==> src/rtl/transmission_estimator_if.sv <==
// Bus bundle between ale_top/pixel source and transmission_estimator.
interface transmission_estimator_if;
    // Atmospheric light and its reciprocals from ale_top
    logic [7:0]  a_r;
    logic [7:0]  a_g;
    logic [7:0]  a_b;
    logic [15:0] inv_a_r;
    logic [15:0] inv_a_g;
    logic [15:0] inv_a_b;
    logic        ale_valid;

    // Pixel stream in
    logic [23:0] input_pixel;
    logic        input_is_valid;

    // Transmission stream out
    logic [23:0] out_pixel;
    logic [7:0]  out_t;
    logic [23:0] out_a;
    logic        output_is_valid;
    logic        busy;
    logic        drop_err;

    // Source side: drives A and pixels, observes results
    modport master (
        output a_r, a_g, a_b, inv_a_r, inv_a_g, inv_a_b, ale_valid,
        output input_pixel, input_is_valid,
        input  out_pixel, out_t, out_a, output_is_valid, busy, drop_err
    );

    // Estimator side
    modport slave (
        input  a_r, a_g, a_b, inv_a_r, inv_a_g, inv_a_b, ale_valid,
        input  input_pixel, input_is_valid,
        output out_pixel, out_t, out_a, output_is_valid, busy, drop_err
    );
endinterface

==> src/rtl/transmission_estimator.sv <==
// Per-pixel haze transmission estimate t = 1 - OMEGA*min_c(I_c/A_c), Q0.8,
// clamped to T_MIN, with the source pixel delay-matched alongside.
module transmission_estimator #(
    parameter int unsigned FRAME_PIXELS = 262144,
    parameter int unsigned OMEGA        = 243,
    parameter int unsigned T_MIN        = 26
) (
    input logic                     clk,
    input logic                     rst,
    transmission_estimator_if.slave bus
);

    localparam int unsigned CNT_W = (FRAME_PIXELS > 1) ? $clog2(FRAME_PIXELS) : 1;
    localparam logic [CNT_W-1:0] LAST_IDX = CNT_W'(FRAME_PIXELS - 1);
    localparam logic [7:0] OMEGA_Q = 8'(OMEGA);
    localparam logic [7:0] T_MIN_Q = 8'(T_MIN);

    typedef enum logic {
        IDLE = 1'b0,
        RUN  = 1'b1
    } state_t;

    state_t           state_q;
    state_t           state_d;
    logic [CNT_W-1:0] cnt_q;

    // Latched atmospheric light for the current frame
    logic [23:0] a_q;
    logic [15:0] inv_r_q;
    logic [15:0] inv_g_q;
    logic [15:0] inv_b_q;

    // FSM decode
    logic latch_a;
    logic clr_cnt;
    logic inc_cnt;
    logic accept;
    logic drop;

    // Pipeline registers
    logic        v1_q, v2_q, v3_q, v4_q;
    logic [23:0] pix1_q, pix2_q, pix3_q, pix4_q;
    logic [23:0] prod_r1_q, prod_g1_q, prod_b1_q;
    logic [7:0]  n_r2_q, n_g2_q, n_b2_q;
    logic [7:0]  m3_q;
    logic [7:0]  t4_q;
    logic        busy_q;
    logic        drop_q;

    // S4 combinational transmission
    logic [7:0] k_s4;
    logic [7:0] t_raw_s4;
    logic [7:0] t_s4;

    // Scale back from Q8.8 ratio to 8 bits, saturating above 1.0
    function automatic logic [7:0] sat8(input logic [23:0] p);
        return (p[23:16] != 8'd0) ? 8'hFF : p[15:8];
    endfunction

    function automatic logic [7:0] min3(input logic [7:0] x, input logic [7:0] y,
                                        input logic [7:0] z);
        logic [7:0] xy;
        xy = (x < y) ? x : y;
        return (xy < z) ? xy : z;
    endfunction

    // Next-state and control decode
    always_comb begin
        state_d = state_q;
        latch_a = 1'b0;
        clr_cnt = 1'b0;
        inc_cnt = 1'b0;
        accept  = 1'b0;
        drop    = 1'b0;
        case (state_q)
            IDLE: begin
                drop = bus.input_is_valid;
                if (bus.ale_valid) begin
                    latch_a = 1'b1;
                    clr_cnt = 1'b1;
                    state_d = RUN;
                end
            end
            RUN: begin
                if (bus.input_is_valid) begin
                    accept = 1'b1;
                    if (cnt_q == LAST_IDX) begin
                        // Frame end: a fresh A here chains straight into the next frame
                        clr_cnt = 1'b1;
                        if (bus.ale_valid) begin
                            latch_a = 1'b1;
                        end else begin
                            state_d = IDLE;
                        end
                    end else begin
                        inc_cnt = 1'b1;
                    end
                end
            end
            default: state_d = IDLE;
        endcase
    end

    // State, counter, latched A and status flags
    always_ff @(posedge clk) begin
        if (rst) begin
            state_q <= IDLE;
            cnt_q   <= '0;
            a_q     <= '0;
            inv_r_q <= '0;
            inv_g_q <= '0;
            inv_b_q <= '0;
            busy_q  <= 1'b0;
            drop_q  <= 1'b0;
        end else begin
            state_q <= state_d;
            if (clr_cnt) begin
                cnt_q <= '0;
            end else if (inc_cnt) begin
                cnt_q <= cnt_q + CNT_W'(1);
            end
            if (latch_a) begin
                a_q     <= {bus.a_r, bus.a_g, bus.a_b};
                inv_r_q <= bus.inv_a_r;
                inv_g_q <= bus.inv_a_g;
                inv_b_q <= bus.inv_a_b;
            end
            busy_q <= (state_d == RUN);
            drop_q <= drop_q | drop;
        end
    end

    // S1: multiply by reciprocal; A is baked into the products from here on
    always_ff @(posedge clk) begin
        if (rst) begin
            v1_q      <= 1'b0;
            pix1_q    <= '0;
            prod_r1_q <= '0;
            prod_g1_q <= '0;
            prod_b1_q <= '0;
        end else begin
            v1_q <= accept;
            if (accept) begin
                pix1_q    <= bus.input_pixel;
                prod_r1_q <= 24'(bus.input_pixel[23:16]) * 24'(inv_r_q);
                prod_g1_q <= 24'(bus.input_pixel[15:8])  * 24'(inv_g_q);
                prod_b1_q <= 24'(bus.input_pixel[7:0])   * 24'(inv_b_q);
            end
        end
    end

    // S2: normalise ratios to 8 bits with saturation
    always_ff @(posedge clk) begin
        if (rst) begin
            v2_q   <= 1'b0;
            pix2_q <= '0;
            n_r2_q <= '0;
            n_g2_q <= '0;
            n_b2_q <= '0;
        end else begin
            v2_q <= v1_q;
            if (v1_q) begin
                pix2_q <= pix1_q;
                n_r2_q <= sat8(prod_r1_q);
                n_g2_q <= sat8(prod_g1_q);
                n_b2_q <= sat8(prod_b1_q);
            end
        end
    end

    // S3: dark channel of the normalised pixel
    always_ff @(posedge clk) begin
        if (rst) begin
            v3_q   <= 1'b0;
            pix3_q <= '0;
            m3_q   <= '0;
        end else begin
            v3_q <= v2_q;
            if (v2_q) begin
                pix3_q <= pix2_q;
                m3_q   <= min3(n_r2_q, n_g2_q, n_b2_q);
            end
        end
    end

    // S4 arithmetic: t = 255 - (OMEGA*m >> 8), clamped from below
    always_comb begin
        k_s4     = 8'((16'(OMEGA_Q) * 16'(m3_q)) >> 8);
        t_raw_s4 = 8'hFF - k_s4;
        t_s4     = (t_raw_s4 < T_MIN_Q) ? T_MIN_Q : t_raw_s4;
    end

    // S4: output registers, holding their value between valid pixels
    always_ff @(posedge clk) begin
        if (rst) begin
            v4_q   <= 1'b0;
            pix4_q <= '0;
            t4_q   <= '0;
        end else begin
            v4_q <= v3_q;
            if (v3_q) begin
                pix4_q <= pix3_q;
                t4_q   <= t_s4;
            end
        end
    end

    assign bus.out_pixel       = pix4_q;
    assign bus.out_t           = t4_q;
    assign bus.out_a           = a_q;
    assign bus.output_is_valid = v4_q;
    assign bus.busy            = busy_q;
    assign bus.drop_err        = drop_q;

endmodule

==> src/flat_wrapper.sv <==
// flat-port wrapper written by rule: the top's interface ports become plain ports
module transmission_estimator_flat 
#(
    parameter int unsigned FRAME_PIXELS = 262144,
    parameter int unsigned OMEGA        = 243,
    parameter int unsigned T_MIN        = 26
)
  (clk, rst, bus_a_r, bus_a_g, bus_a_b, bus_inv_a_r, bus_inv_a_g, bus_inv_a_b, bus_ale_valid, bus_input_pixel, bus_input_is_valid, bus_out_pixel, bus_out_t, bus_out_a, bus_output_is_valid, bus_busy, bus_drop_err);
  transmission_estimator_if bus_i ();
  input logic clk;
  input logic rst;
  input wire logic [$bits(bus_i.a_r)-1:0] bus_a_r;
  input wire logic [$bits(bus_i.a_g)-1:0] bus_a_g;
  input wire logic [$bits(bus_i.a_b)-1:0] bus_a_b;
  input wire logic [$bits(bus_i.inv_a_r)-1:0] bus_inv_a_r;
  input wire logic [$bits(bus_i.inv_a_g)-1:0] bus_inv_a_g;
  input wire logic [$bits(bus_i.inv_a_b)-1:0] bus_inv_a_b;
  input wire logic [$bits(bus_i.ale_valid)-1:0] bus_ale_valid;
  input wire logic [$bits(bus_i.input_pixel)-1:0] bus_input_pixel;
  input wire logic [$bits(bus_i.input_is_valid)-1:0] bus_input_is_valid;
  output wire logic [$bits(bus_i.out_pixel)-1:0] bus_out_pixel;
  output wire logic [$bits(bus_i.out_t)-1:0] bus_out_t;
  output wire logic [$bits(bus_i.out_a)-1:0] bus_out_a;
  output wire logic [$bits(bus_i.output_is_valid)-1:0] bus_output_is_valid;
  output wire logic [$bits(bus_i.busy)-1:0] bus_busy;
  output wire logic [$bits(bus_i.drop_err)-1:0] bus_drop_err;
  assign bus_i.a_r = bus_a_r;
  assign bus_i.a_g = bus_a_g;
  assign bus_i.a_b = bus_a_b;
  assign bus_i.inv_a_r = bus_inv_a_r;
  assign bus_i.inv_a_g = bus_inv_a_g;
  assign bus_i.inv_a_b = bus_inv_a_b;
  assign bus_i.ale_valid = bus_ale_valid;
  assign bus_i.input_pixel = bus_input_pixel;
  assign bus_i.input_is_valid = bus_input_is_valid;
  assign bus_out_pixel = bus_i.out_pixel;
  assign bus_out_t = bus_i.out_t;
  assign bus_out_a = bus_i.out_a;
  assign bus_output_is_valid = bus_i.output_is_valid;
  assign bus_busy = bus_i.busy;
  assign bus_drop_err = bus_i.drop_err;
  transmission_estimator #(.FRAME_PIXELS(FRAME_PIXELS), .OMEGA(OMEGA), .T_MIN(T_MIN)) u_core (.clk(clk), .rst(rst), .bus(bus_i));
endmodule
==> config.mk <==
export PLATFORM = sky130hd
export DESIGN_NAME = transmission_estimator_flat
export DESIGN_NICKNAME = d
export VERILOG_FILES = /design/src/rtl/transmission_estimator_if.sv /design/src/rtl/transmission_estimator.sv /design/src/flat_wrapper.sv
export SDC_FILE = /design/constraint.sdc
export NUM_CORES = 1
export LEC_CHECK = 0
export BUFFER_PORTS_ARGS = -buffer_cell sky130_fd_sc_hd__clkbuf_2
export CORE_ASPECT_RATIO = 0.6
export CORE_MARGIN = 8
export CORE_UTILIZATION = 40
export CTS_CLUSTER_SIZE = 24
export DETAILED_ROUTE_END_ITERATION = 16
export PLACE_DENSITY = 0.61
export REMOVE_ABC_BUFFERS = 1
export SYNTH_ARGS = -nofsm -noshare
export SYNTH_HDL_FRONTEND = slang
export SYNTH_SLANG_ARGS = --single-unit
==> constraint.sdc <==
create_clock -name clk -period 9.25 [get_ports clk]
set_input_delay 0.925 -clock clk [delete_from_list [all_inputs] [get_ports clk]]
set_output_delay 0.925 -clock clk [all_outputs]
set_load 0.05 [all_outputs]
---- Word level (Yosys, flattened, before mapping) ----
Cells that the tools add are included.
word-level totals
  output and inout bits ................... 59
  logic and storage cells ................. 61
  input bits .............................. 100
  flip-flop bits (word level) ............. 304
operators by class
  add/subtract/negate cells ............... 2
  magnitude comparators ................... 3
  eq/ne operators ......................... 1
  bitwise logic cells ..................... 2
  muxes and demuxes ....................... 22
  reductions and logical operators ........ 4
  multiply operators ...................... 4
operators by type and width
  kind                                                        count
  multiplier 8 x 16 -> 24 bit                                 3
  2-to-1 mux 8 bit                                            6
  nonzero test 8 bit                                          3
  adder 18 x 1 -> 18 bit, second input constant               1
  equality test 18 bit, second input constant                 1
  less-than comparator 8 bit                                  2
  multiplier 8 x 8 -> 16 bit, first input constant            1
  2-to-1 mux 1 bit                                            13
  less-than comparator 8 x 5 -> 1 bit, second input constant  1
  subtractor 8 bit, first input constant                      1
  case mux 1 bit (2 select lines)                             3
  OR reduction 2 bit                                          1
  NOT 1 bit                                                   1
  OR 1 bit                                                    1

---- Logic depth before layout (Yosys ltp) ----
  depth in word-level cells ............... 5
  mapped depth ............................ 19
  gate-level depth less buffers ........... 18

---- Least setup slack after synthesis ----
OpenSTA, ideal clock, no wires.
  path type ............................... input to register
  start ................................... input bus_input_pixel[2]
  end ..................................... register u_core.prod_b1_q[21]
  stages .................................. 18
  arrival time ............................ 5283 ps
  path buffers ............................ 1
  slack ................................... 3850 ps
  data required time ...................... 9133 ps
  library setup time ...................... 117 ps
  cells stage by stage .................... clkbuf_1 -> nand2_1 -> fa_1 -> fa_1 -> inv_1 -> fa_1 -> inv_1 -> fa_1 -> inv_1 -> ha_1 -> a21o_1 -> a31o_2 -> a211oi_1 -> nor3_1 -> a22oi_2 -> a21boi_0 -> or3_1 -> a32o_1
between the ends
  cells in the longest elaborated chain, start to end .. 1
RTL lines
  what                         line                           text
  start: declaration           flat_wrapper.sv:19             input wire logic [$bits(bus_i.input_pixel)-1:0] bus_input_pixel;
  multiplier 8 x 16 -> 24 bit  transmission_estimator.sv:147  prod_b1_q <= 24'(bus.input_pixel[7:0]) * 24'(inv_b_q);
  end signal: assignment       transmission_estimator.sv:147
  end: declaration             transmission_estimator.sv:43   logic [23:0] prod_r1_q, prod_g1_q, prod_b1_q;
No other way between the ends.
A chain may end at the register's enable or synchronous reset.

---- Worst setup path after layout ----
  start ................................... input bus_input_pixel[18]
  end ..................................... register u_core.prod_r1_q[21]
between the ends
  cells in the longest elaborated chain, start to end .. 1
RTL lines
  what                         line                           text
  multiplier 8 x 16 -> 24 bit  transmission_estimator.sv:145  prod_r1_q <= 24'(bus.input_pixel[23:16]) * 24'(inv_r_q);
  end signal: assignment       transmission_estimator.sv:145
  end: declaration             transmission_estimator.sv:43
No other way between the ends.

==> out/qor.txt <==
RD Place Congestion - 0.827
Pwr Total - 3.45 mW
vias in the first global route - 18,400
DR vias/cell - 5.01
reg-to-reg endpoint - u_core.prod_b1_q[21]
Avg WL per Cell - 15.9 µm
cts repair resizes - 0
# nets final - 3,183
initial antenna violation count - 0
Yosys cell types - 66
Seq cells post-synth - 280
# Post-CTS Setup Buffers - 0
DRT antenna net count - 0
core area - 56,000 µm²
Post-synth EDFFs - 0
hold violation count in the final report - 0
filler cell count - 5,573
final cell count without fillers - 3,424
RR Startpoint - u_core.inv_b_q[5]
dpl ws - 3180 ps
Post-DP Area - 24,100 µm²
Mapped Area - 22,700 µm²
Worst Hold Launch - u_core.prod_b1_q[18]
RSZ-0062 raised after global routing - false
placed cell count - 3,365
Vias - 17,200
post-layout worst setup margin - 3760 ps
CTS tree - built
Slew Limit Headroom - 0.234
multi-input logic area - 15,500 µm²
Max Cap Viol - 0
largest net degree at the start of global routing - 147
post-cts hold buffer count - 0
Post-Route Setup TNS - 0 ps
Root Driver - clkbuf_16
fin util - 0.451
# H-tree levels - 2
most frequent cells in the layout - 325 x and2_1, 319 x nand2_1, 315 x inv_1
Seq. cell area - 5610 µm²
first-pass GRT wire length - 93.1 mm
Post-Layout Inst Area - 25,300 µm²
# setup viols final - 0
async set or reset register ratio after synthesis - 0
Fmax - 182 MHz
Clock Sinks - 280
Syn. warnings - 0
Iter 0 DRT Violations - 904
Total GRT Usage - 0.170
status - complete, no violations
crit path DAT - 5910 ps
Final period util - 0.593
Hold Path End - u_core.prod_b1_q[18]
WHS Path Cells - 2
DRT Pass-1 Iters - 5
die area - 64,900 µm²
Worst-Margin Slew - 1140 ps
Setup CP Type - in2reg
Final Hold Slack - 453 ps
Core Rows - 67
Num CTS Buffers - 34
main flop type after synthesis - dfxtp_1
VDD IR max - 0.000149 V
Worst EP required - 9680 ps
DRC viols - 0
GR Overflow Total - 0
Cells after Synth - 2,542
Clk Latency, worst-skew pair - 550 ps
DIE WIDTH - 324 µm
syn avg cell area - 8.94 µm²
Pwr Density - 137 nW/µm²
Post-Route WL - 54.3 mm
Die H - 201 µm
Area Overhead vs Synth - 11.2%
fin crit period - 5490 ps
Initial Utilization - 0.406
Worst Hold Class - reg2reg
clk buf depth - 3
Final Slew Violations - 0
post-synthesis sequential area ratio - 0.247
Worst Skew - 24.8 ps
Ant. Diodes - 0
Worst setup SP type - primary input
CP Capture Type - flop
clock-pin slew on the worst setup and hold paths - 60 ps
largest fanout on the critical path - 17
ports placed on the boundary - 159
R2R setup slack - 3940 ps
post-DP HPWL - 40.8 mm
Lkg Pwr - 12.2 nW
reg2reg path depth - 17
most common cell after layout, fill and taps aside - and2_1
PortBufs - 158
layout cell share with drive strength beyond 1 - 0.0923
## state kept, by name (all words and copies together), names as in the netlist, 8 cells and up
name / flops
u_core.m3_q: 8
u_core.inv_r_q: 16
u_core.n_r2_q: 8
u_core.bus.out_pixel: 24
u_core.bus.out_t: 8
u_core.pix3_q: 24
u_core.prod_g1_q: 16
u_core.inv_b_q: 16
u_core.pix2_q: 24
u_core.bus.out_a: 24
u_core.pix1_q: 24
u_core.inv_g_q: 16
u_core.prod_r1_q: 16
u_core.prod_b1_q: 16
u_core.cnt_q: 18
u_core.n_g2_q: 8
u_core.n_b2_q: 8
## report_power, final
part / leakage [nW] / internal, mW / switching [mW] / total (mW)
Sequential: 2.28 / 1.25 / 0.0524 / 1.30
Clock: 0.545 / 0.795 / 0.573 / 1.37
Combinational: 9.33 / 0.311 / 0.468 / 0.780
Total: 12.2 / 2.36 / 1.09 / 3.45
## worst max path at each step
| stage | startpoint | endpoint | slack [ps] | cells past startpoint |
|---|---|---|---|---|
| floorplan | bus_input_pixel[18] | u_core.prod_r1_q[21] | 4060 | 16 |
| global placement | bus_input_pixel[2] | u_core.prod_b1_q[21] | 3310 | 18 |
| detailed placement | bus_input_pixel[18] | u_core.prod_r1_q[21] | 3180 | 17 |
| CTS | bus_input_pixel[18] | u_core.prod_r1_q[21] | 3760 | 17 |
| global route | bus_input_pixel[18] | u_core.prod_r1_q[21] | 3520 | 17 |
| finish | bus_input_pixel[18] | u_core.prod_r1_q[21] | 3760 | 17 |
## cells by family after synthesis
kind of cell | share of synthesized area
compound gates | 0.0886
xor+xnor | 0.0208
fa+ha+maj | 0.330
buf+inv | 0.0710
flops | 0.247
mux | 0.0335
simple gates | 0.209
## worst max-delay path, stage by stage
cell,delay (ps)
clkbuf_2,240
and2_1,260
fa_1,500
fa_1,500
fa_1,500
inv_1,50
fa_1,480
inv_1,40
ha_1,330
a21o_1,190
a31o_2,210
a211oi_1,420
nor3_1,200
a22oi_2,280
a21boi_0,170
or3_1,330
a32o_1,250
## cell usage after synthesis, types with 4 or more instances
master,number,share of area
nand2b_1,19,0.0052
or3_1,15,0.0041
a22o_1,16,0.0062
nor2_1,172,0.028
buf_1,8,0.0013
a31o_2,4,0.0015
a21oi_1,149,0.033
a21o_1,24,0.0079
and4_1,5,0.0019
ha_1,177,0.097
nand4_1,10,0.0028
nor2b_1,5,0.0014
o211ai_1,6,0.0020
nand2_1,321,0.053
and2_1,327,0.090
fa_1,264,0.23
clkbuf_1,90,0.015
a32o_1,10,0.0044
nand4b_1,10,0.0039
inv_1,315,0.052
a211oi_1,10,0.0033
nor3_1,41,0.0090
a311oi_1,4,0.0015
o22a_1,4,0.0015
o21ai_0,31,0.0068
o221ai_1,8,0.0031
xnor2_1,25,0.0096
xor2_1,29,0.011
mux2i_1,76,0.033
nor4_1,6,0.0017
nand3_1,13,0.0029
a21boi_0,4,0.0013
dfxtp_1,280,0.25
o21a_1,11,0.0036
## routing by layer
metal / up-vias / track usage / part of all wire
met3: 62 / 0.0378 / 0.058
met2: 379 / 0.255 / 0.41
met5: - / 0 / 0
met4: 0 / 0.0330 / 0.016
met1: 8368 / 0.251 / 0.51
li1: 8342 / - / -
## layout make-up
class	instances	area share
Clock buffer	40	0.0357
Clock inverter	19	0.00881
Inverter	316	0.0469
Multi-Input combinational cell	1842	0.614
Sequential cell	280	0.222
Tap cell	759	0.0376
Timing Repair Buffer	168	0.0351
Note: power is estimated with default switching activity, not from simulation.
